**src/rtl/lc_transition_frontend.sv**
```systemverilog
// Host-facing front end for lifecycle transitions: collects a 256-bit identifier
// from eight 32-bit words, issues the request, reports the result and locks out after repeated failures.
module lc_transition_frontend #(
    parameter int unsigned TIMEOUT_CYCLES = 64,
    parameter int unsigned MAX_FAILS      = 3
) (
    input  logic         clk,
    input  logic         rst,
    input  logic         word_valid,
    input  logic [31:0]  word_data,
    output logic         word_ready,
    input  logic         clear_req,
    output logic         lc_transition_request,
    output logic [255:0] lc_identifier,
    input  logic         lc_done,
    input  logic         lc_success,
    input  logic [2:0]   lc_state,
    output logic         resp_valid,
    output logic         resp_ok,
    output logic         resp_timeout,
    output logic         locked,
    output logic [3:0]   fail_count
);

    typedef enum logic [2:0] {
        COLLECT,
        REQ,
        RELEASE,
        RESP,
        LOCKED
    } state_e;

    localparam logic [2:0]  EndOfLife = 3'b101;
    localparam logic [15:0] TimerLast = 16'(TIMEOUT_CYCLES - 1);
    localparam logic [3:0]  FailLimit = 4'(MAX_FAILS);

    state_e         state_q;
    logic [2:0]     wordCount_q;
    logic [15:0]    timer_q;
    logic [255:0]   ident_q;
    logic           okFlag_q;
    logic           timeoutFlag_q;
    logic [3:0]     failCount_q;
    logic           req_q;
    logic           respValid_q;
    logic           respOk_q;
    logic           respTimeout_q;
    logic           locked_q;
    logic           wordAccept;

    // Words are only taken while collecting, not being cleared, and not at end of life.
    always_comb begin
        word_ready = (state_q == COLLECT) && !clear_req && (lc_state != EndOfLife);
        wordAccept = word_valid && word_ready;
    end

    // Single FSM; all handshake and response outputs are registered here.
    always_ff @(posedge clk or negedge rst) begin
        if (!rst) begin
            state_q       <= COLLECT;
            wordCount_q   <= 3'd0;
            timer_q       <= 16'd0;
            ident_q       <= '0;
            okFlag_q      <= 1'b0;
            timeoutFlag_q <= 1'b0;
            failCount_q   <= 4'd0;
            req_q         <= 1'b0;
            respValid_q   <= 1'b0;
            respOk_q      <= 1'b0;
            respTimeout_q <= 1'b0;
            locked_q      <= 1'b0;
        end else begin
            unique case (state_q)
                COLLECT: begin
                    if (clear_req) begin
                        wordCount_q <= 3'd0;
                        ident_q     <= '0;
                    end else if (wordAccept) begin
                        // First word lands in the most significant slot.
                        ident_q[{~wordCount_q, 5'd0} +: 32] <= word_data;
                        if (wordCount_q == 3'd7) begin
                            wordCount_q <= 3'd0;
                            timer_q     <= 16'd0;
                            req_q       <= 1'b1;
                            state_q     <= REQ;
                        end else begin
                            wordCount_q <= wordCount_q + 3'd1;
                        end
                    end
                end
                REQ: begin
                    // A completion arriving on the last timer cycle still counts as normal.
                    if (lc_done) begin
                        okFlag_q      <= lc_success;
                        timeoutFlag_q <= 1'b0;
                        req_q         <= 1'b0;
                        state_q       <= RELEASE;
                    end else if (timer_q == TimerLast) begin
                        okFlag_q      <= 1'b0;
                        timeoutFlag_q <= 1'b1;
                        req_q         <= 1'b0;
                        state_q       <= RELEASE;
                    end else begin
                        timer_q <= timer_q + 16'd1;
                    end
                end
                RELEASE: begin
                    if (!lc_done) begin
                        respValid_q   <= 1'b1;
                        respOk_q      <= okFlag_q;
                        respTimeout_q <= timeoutFlag_q;
                        state_q       <= RESP;
                    end
                end
                RESP: begin
                    respValid_q   <= 1'b0;
                    respOk_q      <= 1'b0;
                    respTimeout_q <= 1'b0;
                    ident_q       <= '0;
                    if (okFlag_q) begin
                        failCount_q <= 4'd0;
                        state_q     <= COLLECT;
                    end else begin
                        failCount_q <= failCount_q + 4'd1;
                        if (failCount_q + 4'd1 == FailLimit) begin
                            locked_q <= 1'b1;
                            state_q  <= LOCKED;
                        end else begin
                            state_q <= COLLECT;
                        end
                    end
                end
                LOCKED: begin
                    locked_q <= 1'b1;
                end
                default: begin
                    state_q <= COLLECT;
                end
            endcase
        end
    end

    assign lc_transition_request = req_q;
    assign lc_identifier         = ident_q;
    assign resp_valid            = respValid_q;
    assign resp_ok               = respOk_q;
    assign resp_timeout          = respTimeout_q;
    assign locked                = locked_q;
    assign fail_count            = failCount_q;

endmodule
```
**config.mk**
```make
export PLATFORM = sky130hd
export DESIGN_NAME = lc_transition_frontend
export DESIGN_NICKNAME = d
export VERILOG_FILES = /design/src/rtl/lc_transition_frontend.sv
export SDC_FILE = /design/constraint.sdc
export NUM_CORES = 1
export LEC_CHECK = 0
export BUFFER_PORTS_ARGS = -buffer_cell sky130_fd_sc_hd__buf_2
export CORE_MARGIN = 1
export CORE_UTILIZATION = 48
export CTS_CLUSTER_SIZE = 28
export DETAILED_ROUTE_END_ITERATION = 8
export PLACE_DENSITY = 0.84
export SYNTH_ARGS = -nofsm -noshare
export SYNTH_HDL_FRONTEND = slang
export SYNTH_SLANG_ARGS = --single-unit
```
**constraint.sdc**
```tcl
create_clock -name clk -period 2.2 [get_ports clk]
set_input_delay 0.11 -clock clk [delete_from_list [all_inputs] [get_ports clk]]
set_output_delay 0.11 -clock clk [all_outputs]
set_load 0.01 [all_outputs]
```
# Word level (Yosys, flattened, before mapping)
# Cells that the tools add are included.
# W data, S select, Z words.
[word_totals]
register_bits = 289
out_inout_bits = 266
word_cells = 98
[op_classes]
n_addsub = 4
eq_ne = 18
n_shift = 2
mux = 41
bitwise = 2
n_reduce_logical = 19
[ops]
columns = ["operator", "n"]
rows = [
  ["$mux W256", 2],
  ["$pmux W256 S2", 1],
  ["$bwmux W256", 1],
  ["$shift A32 B10 Y256 const A", 1],
  ["$shiftx A32 B10 Y256", 1],
  ["$mux W16", 5],
  ["$mux W3", 11],
  ["$pmux W16 S2", 1],
  ["$add A16 B1 Y16 const B", 1],
  ["$eq A16 B6 Y1 const B", 1],
  ["$pmux W3 S5", 1],
  ["$ne A2 B2 Y1 const B", 7],
  ["$mux W1", 13],
  ["$reduce_and A6 Y1", 2],
  ["$reduce_bool A2 Y1", 6],
  ["$neg A8 Y10", 1],
  ["$pmux W1 S2", 5],
  ["$ne A3 B3 Y1 const B", 3],
  ["$reduce_and A2 Y1", 4],
  ["$eq A3 B2 Y1 const B", 2],
  ["$eq A3 B3 Y1 const B", 2],
  ["$reduce_and A5 Y1", 1],
  ["$add A4 B1 Y4 const B", 1],
  ["$eq A4 B2 Y1 const B", 1],
  ["other kinds (10)", 12],
]

# Depth between registers and ports, before layout
# Gate-level depths: netlist (run 1).
[depth]
word_depth = 7
ltp_mapped = 7

# Least setup slack after synthesis (run 1)
# Ideal clock, no wire load.
[synth_path]
path_kind = "reg2reg"
startpoint = "register wordCount_q[0]"
endpoint = "register ident_q[10], in the netlist lc_identifier[10]"
setup_ns = 0.065
t_arrival_ns = 2.177
path_slack_ns = -0.042
path_stages_with_launch = 8
period_less_slack_ns = 2.242
path_cell_list = "dfrtp_1 ha_1 ha_1 nand2b_1 or3_1 nor3_2 buf_4 a22o_1"
[synth_between]
elab_chain_cells = 7
elab_cells_between_ends = 8
classes_between = "add/sub (1); shift (2); mux (4); bitwise (1)"
[synth_rtl]
columns = ["item", "line", "rtl"]
rows = [
  ["start, declared", "38", "logic [2:0] wordCount_q;"],
  ["start signal, assigned", "87", "wordCount_q <= wordCount_q + 3'd1;"],
  ["$not A3 Y3 *", "80", "ident_q[{~wordCount_q, 5'd0} +: 32] <= word_data;"],
  ["$neg A8 Y10 *", "80", ""],
  ["$shiftx A32 B10 Y256 / $shift A32 B10 Y256 (equally long branches)", "80", ""],
  ["$bwmux W256 *", "80", ""],
  ["$mux W256 *", "78", "end else if (wordAccept) begin"],
  ["$mux W256 *", "75", "if (clear_req) begin"],
  ["$pmux W256 S2 *", "73", "unique case (state_q)"],
  ["end signal, assigned by index", "80", ""],
  ["end, declared", "40", "logic [255:0] ident_q;"],
]
# Every way passes the cells marked *; elsewhere a longest branch is shown, timed or not. The select of a mux whose other input is x is not followed.
# A chain may end at the register's enable or synchronous reset.

# Worst setup path after layout (run 1)
[layout_path]
startpoint = "register state_q[0]"
endpoint = "register ident_q[229], in the netlist lc_identifier[229]"
[layout_between]
elab_chain_cells = 6
elab_cells_between_ends = 9
classes_between = "eq/ne (2); mux (1); reduce/logical (6)"
[layout_rtl]
columns = ["item", "line", "rtl"]
rows = [
  ["start, declared", "37", "state_e state_q;"],
  ["start signal, assigned", "60", "state_q <= COLLECT;"],
  ["start signal, assigned", "85", "state_q <= REQ;"],
  ["start signal, assigned", "97", "state_q <= RELEASE;"],
  ["$logic_not A3 Y1", "53, 73", ""],
  ["$logic_and A1 B1 Y1 (2 in series)", "53", "word_ready = (state_q == COLLECT) && !clear_req && (lc_state != EndOfLife);"],
  ["$logic_and A1 B1 Y1", "54", "wordAccept = word_valid && word_ready;"],
  ["$ne A3 B3 Y1 (no source line)", "n/a", ""],
  ["$reduce_and A2 Y1 (no source line)", "n/a", ""],
]
# Parallel ways exist; a longest one is shown, timed or not.

==> summary.txt, run 1 <==
Status
  • Status: complete, but fails checks
  • Failing checks: negative setup slack

Floorplanning
  • DIE WIDTH: 157 um
  • Core area: 23500 sq um
  • IO Count: 307
  • Die Y: around 160 um
  • Starting Density: 0.492
  • Die ar.: 24800 sq um
  • Core Rows: 56

Yosys
  • Avg Synthesized Cell Area: approximately 13 sq um
  • Register area share after synthesis: 0.624
  • Syn Nets: 970
  • Post-synth EDFFs: 0
  • Yosys warnings: 0
  • Top-count cell post-synth: dfrtp_1
  • Mapped Area: roughly 12000 sq um
  • Most frequent cells after synthesis: dfrtp_1 (289), a22o_1 (225), clkbuf_1 (57)
  • FFs w/ async S/R, synth: 1.00
  • Leading area contributor after synthesis: dfrtp_1
  • Yosys top cell area share: 0.624
  • Synth Instances: 920
  • Count of distinct cell types in the synthesized netlist: 60
  • Flops & latches, synth: slightly below 300
  • Area contributors post-synth: dfrtp_1 (62%), a22o_1 (17%), a32oi_1 (2.4%)
  • Synth Flop Type: dfrtp_1

Routing
  • Routed WL: a little under 40000 um
  • Initial DRC count: 1049
  • DR vias/cell: 6.22
  • Remaining DRCs: 0
  • Routed WL per cell: 24.2 um
  • Routed Antenna Nets: 0
  • DR vias: 10100
  • DRT Pass-1 Iters: 5

Timing
  • Tmin final: approximately 2200 ps
  • Final Max Slew Viols: 0
  • Tcrit/Tclk final: 1.00
  • Tightest Pin Transition: 837 ps
  • RSZ-0062 raised after global routing: yes
  • Slew headroom: 0.442
  • Max Fclk: approximately 450 MHz
  • Worst Setup Slack, final: -5.83 ps
  • Fin Hold WS: 110 ps
  • Hold Fails Final Rpt: 0
  • Final setup fails: 1
  • Clock Skew: about 20 ps

Setup path
  • Crit-path slowest cell: or4_4
  • CP Launch Point: state_q[0]
  • Worst Path Max Fanout: 11
  • Buffers and inverters on the worst path: 2
  • Critical path's most frequent cell: buf_12
  • Crit end category: register
  • Critical path arrival: 2700 ps
  • Crit path cell chain: or4_4 -> or4b_4 -> nor3_4 -> buf_12 -> buf_12 -> a22o_1
  • Startpoint Class: register
  • FF-to-FF Start: state_q[0]
  • CP required: 2690 ps
  • FF-to-FF path depth: 6
  • CP peak stage delay: 590 ps
  • Critical path depth: 6
  • Crit path kind: reg -> reg
  • Cell family with most CP delay: simple AND/OR/NAND/NOR gates

Clock tree
  • Num CTS Buffers: 29
  • CTS Sinks: roughly 290
  • Clock Latency Late Sink: between 500 and 600 ps
  • CTS H-tree lvls: 1
  • CTS Buffer Depth: 3
  • Clock-pin slew on the worst setup and hold paths: ~60 ps
  • CTS tree: yes
  • Root Driver: clkbuf_16

Power and ir drop
  • Pleak: 8.26 nW
  • PD cells: 1030 nW/um^2
  • Peak VDD IR: around 0.8 mV

Place
  • Detail Placement HPWL: around 24000 um
  • RePlAce Congestion: 0.816
  • PortBufs: a little over 300

Min path
  • Tightest Hold Check Type: in -> async

GRT
  • Met1 Track Usage GR: 0.399
  • Vias in the first global route: 9773
  • GR peak layer: met2
  • GRT Total Usage: 0.307
  • Gr ovfl total: 0
  • First-pass GRT wire length: 57500 um
  • Met2 Use GR: 0.501
  • Initial antenna violation count: 0
  • Largest net degree at the start of global routing: slightly below 80
  • GR Util met3: 0.0661

Layout
  • Share of layout cells above drive strength 1: 0.379
  • Area Overhead vs Synth: 37.6%
  • Core Util, Final: 0.677
  • Nets: 1334

Flow run
  • Max Cap Viol: 0
## report_power, final
group / total [mW] / switching [mW] / internal (mW) / leakage, nW
logic: 4.83 / 2.99 / 1.84 / 3.75
registers: 6.14 / 0.370 / 5.77 / 3.99
clock network: 5.43 / 2.18 / 3.25 / 0.514
total: 16.4 / 5.54 / 10.9 / 8.26
## routing by layer
layer / vias to the layer above / part of all wire / wire length, um
li1: 4274 / - / -
met1: 5129 / 0.40 / 15700
met2: 622 / 0.48 / 18900
met3: 94 / 0.087 / 3450
met4: 0 / 0.035 / 1360
met5: - / 0 / 0
## state kept, by name (all words and copies together), names as in the netlist
signal,flops
lc_identifier,256
timer_q,16
resp_ok,1
fail_count,4
state_q,3
locked,1
lc_transition_request,1
resp_valid,1
resp_timeout,1
wordCount_q,3
okFlag_q,1
timeoutFlag_q,1
## path summary, 6_finish.rpt
kind | slack (ps) | to
max reg2reg | -6 | lc_identifier[229]
max | -6 | lc_identifier[229]
min reg2reg | 500 | lc_identifier[170]
min | 110 | timer_q[3]
max in group asynchronous | 1310 | lc_identifier[210]
min in group clk | 120 | wordCount_q[2]
## metrics by stage
stage	power, mW	worst slack, ps	std cells	instance area [sq um]	TNS [ps]
after floorplan	8.27	-26.1	920	11600	-1600
after CTS	16.2	-80.6	1618	15800	-987
final	16.4	-5.83	1626	15900	-5.83
after global routing	17.0	-40.0	1625	15900	-765
after global placement	10.2	-135	1508	14000	-10260
after detailed placement	10.4	-201	1508	14000	-16020
## placed cells by master (no fill, tap or decap), types with 5 or more instances in the layout
| cell type | count |
|---|---|
| buf_2 | 305 |
| dfrtp_1 | 289 |
| a22o_1 | 225 |
| buf_4 | 60 |
| nand2_1 | 50 |
| o21ai_0 | 40 |
| dlygate4sd3_1 | 36 |
| a32oi_1 | 32 |
| clkbuf_16 | 32 |
| buf_12 | 25 |
| nor2_1 | 13 |
| a31oi_1 | 13 |
| o21ai_4 | 11 |
| a21oi_1 | 9 |
| nand3_1 | 8 |
| inv_1 | 7 |
| clkbuf_8 | 7 |
| nor2_4 | 6 |
| nand3b_1 | 5 |
| or3_1 | 5 |
| nor3_1 | 5 |
| o21ai_1 | 5 |
| a21o_1 | 5 |
| ha_1 | 5 |
| bufinv_16 | 5 |
## final cells by class
class | instances | area [sq um]
Clock buffer | 37 | 826
Inverter | 9 | 33.8
Timing Repair Buffer | 432 | 2990
Multi-Input combinational cell | 523 | 4210
Antenna cell | 1 | 2.50
Tap cell | 319 | 399
Sequential cell | 289 | 7230
Clock inverter | 16 | 238
Fill cell | 1651 | 7600
## cell families after synthesis
family,after synthesis,share of synthesized area
compound gates,364,0.251
buf+inv,113,0.0428
simple gates,142,0.0693
mux,2,0.00173
fa+ha+maj,9,0.00972
xor+xnor,1,0.000756
flops,289,0.624
## repair_timing
| action | in CTS | in global routing |
|---|---|---|
| cloned | 6 | 4 |
| pin swaps | 11 | 19 |
| hold buffers | 35 | 1 |
| hold endpoints to repair | 395 | 7 |
| setup buffers | 16 | 3 |
| setup endpoints to repair | 204 | 190 |
| gates resized for setup | 18 | 10 |
(Power assumes the default switching activity.)
==> run 2: changes to the inputs <==
- CORE_UTILIZATION: 48 -> 23
- PLACE_DENSITY: 0.84 -> 0.5
==> summary.txt, run 2 (synthesis gave the netlist of run 1 again) <==
Layout
  • Area Overhead vs Synth: 43.7%
  • Max reg flops: 256 (unchanged)
  • Commonest non-fill, non-tap cells in the layout: buf_2 (305), dfrtp_1 (289), a22o_1 (225), buf_4 (51), nand2_1 (49)
  • Nets: 1340 (+0.45%)
  • Share of layout cells above drive strength 1: 0.384 (+0.00472)
  • Non-filler cells, final: 1981 (+22%)
  • Most common cell after layout, fill and taps aside: buf_2
  • # fillers: 4894 (+200%)

Setup path
  • Worst Path Max Fanout: 10 (-1)
  • Crit path kind: reg -> reg
  • Crit-path slowest cell: or4_4
  • Critical path arrival: 2740 ps (+40 ps)
  • FF-to-FF setup slack: -60 ps (-60 ps)
  • Crit end category: register
  • Startpoint Class: register
  • Critical path's most frequent cell: buf_4
  • Buffers and inverters on the worst path: 3 (+1)
  • CP required: 2680 ps (about the same)
  • Cell family with most CP delay: simple AND/OR/NAND/NOR gates
  • Crit path cell chain: or4_4 -> or4b_4 -> buf_4 -> nor2_4 -> buf_4 -> clkbuf_16 -> a22o_1
  • CP peak stage delay: 560 ps (-30 ps)

Clock tree
  • Clock Latency Late Sink: 540 ps (-30 ps)
  • CTS tree: yes
  • Root Driver: clkbuf_16
  • Num CTS Buffers: 35 (+21%)
  • CTS Buffer Depth: 3 (unchanged)
  • CTS Sinks: 289 (unchanged)
  • Clock-pin slew on the worst setup and hold paths: 60 ps (about the same)
  • CTS H-tree lvls: 2 (+1)

Power and ir drop
  • PD cells: 1040 nW/um^2 (+1.0%)
  • Peak VDD IR: 0.444 mV (-43%)
  • Pleak: 8.39 nW (+1.6%)

Timing
  • Tmin final: 2260 ps (+58.5 ps)
  • Final setup fails: 79 (+78)
  • Max Fclk: 442 MHz (-2.6%)
  • Fin Hold WS: 7.60 ps (-103 ps)
  • Final Max Slew Viols: 0 (unchanged)
  • Clock Skew: 14.7 ps (-5.35 ps)
  • Hold Fails Final Rpt: 0 (unchanged)
  • Slew headroom: 0.424 (-0.0179)
  • Tcrit/Tclk final: 1.03 (+0.0266)
  • Tightest Pin Transition: 864 ps (+26.9 ps)
  • RSZ-0062 raised after global routing: yes
  • Worst Setup Slack, final: -64.3 ps (-58.5 ps)

Floorplanning
  • Core Rows: 81 (+45%)
  • DIE WIDTH: 226 um (+44%)
  • IO Count: 307 (unchanged)
  • Starting Density: 0.235 (-0.257)
  • Core area: 49400 sq um (+110%)
  • Die ar.: 51300 sq um (+110%)
  • Die Y: 226 um (+44%)

Routing
  • Routed WL: 45900 um (+16%)
  • Routed Antenna Nets: 0 (unchanged)
  • Remaining DRCs: 0 (unchanged)
  • Routed WL per cell: 23.2 um (-4.4%)
  • DR vias: 9794 (-3.2%)
  • DRT Pass-1 Iters: 5 (unchanged)
  • Initial DRC count: 760 (-28%)
  • DR vias/cell: 4.94 (-21%)

GRT
  • Largest net degree at the start of global routing: 54 (-30%)
  • First-pass GRT wire length: 64600 um (+12%)
  • GRT Total Usage: 0.171 (-0.137)
  • Initial antenna violation count: 1 (+1)
  • Vias in the first global route: 9503 (-2.8%)
  • Gr ovfl total: 0 (unchanged)

Place
  • RePlAce Congestion: 0.800 (-2.0%)
  • Placed insts: 1866 (+24%)
  • Detail Placement HPWL: 29600 um (+22%)
  • PortBufs: 306 (unchanged)

Status
  • Status: complete, but fails checks
  • Failing checks: negative setup slack

Min path
  • Tightest Hold Check Type: in -> reg

Flow run
  • Max Cap Viol: 0 (unchanged)
run 2: worst reg2reg max path, delay by kind of cell (launching register included):
family | cells | cell delay (ps)
buf+inv | 3 | 510
simple gates | 3 | 1170
flops | 1 | 370
compound gates | 1 | 150
run 2: metal layers:
metal  routed length (um)  global-route usage
met2                21200               0.261
met5                    0                   0
met4                 1100              0.0512
met3                 3520              0.0516
met1                20100               0.230
run 2: what timing repair did:
action / 4_1_cts / 5_1_grt
hold buffers: 25 / 1
endpoints found under the setup margin: 175 / 232
gates resized for setup: 18 / 12
pin swaps: 5 / 6
setup buffers: 8 / 5
hold endpoints to repair: 396 / 1
cloned: 4 / 9
run 2: worst paths after layout:
kind / end / start / depth (start not counted)
max: lc_identifier[127] / state_q[0] / 7
min: lc_identifier[81] / word_data[17] / 2
max reg2reg: lc_identifier[127] / state_q[0] / 7
min reg2reg: lc_identifier[227] / lc_identifier[227] / 1
max in group asynchronous: lc_identifier[112] / rst / 3
min in group asynchronous: timer_q[15] / rst / 2
run 2: through the flow:
step	instance area (sq um)	setup slack (ps)	TNS (ps)	power, mW	utilization
after detailed placement	14700	-83.7	-7710	11.0	0.298
after CTS	16400	-42.5	-874	17.3	0.332
after global placement	14700	-92.0	-5810	11.0	0.298
after floorplan	11600	-26.1	-1600	8.27	-
final	16600	-64.3	-1980	17.3	0.337
after global routing	16600	-97.9	-6970	18.1	0.337
run 2: final cells by class:
| type | instances | area (sq um) | share of cell area |
|---|---|---|---|
| timing repair buffer | 436 | 3250 | 0.195 |
| clock inverter | 13 | 188 | 0.0113 |
| sequential | 289 | 7230 | 0.434 |
| clock buffer | 50 | 993 | 0.0597 |
| multi-input combinational | 519 | 4110 | 0.247 |
| inverter | 9 | 36.3 | 0.00218 |
| antenna | 1 | 2.50 | 0.000150 |
| tap | 664 | 831 | 0.0499 |
run 2: where the power goes:
group / total [mW] / leakage [nW] / internal, mW / switching [mW]
logic: 5.16 / 3.83 / 2.09 / 3.07
registers: 6.15 / 3.99 / 5.77 / 0.378
clock network: 5.99 / 0.568 / 3.63 / 2.36
total: 17.3 / 8.39 / 11.5 / 5.81
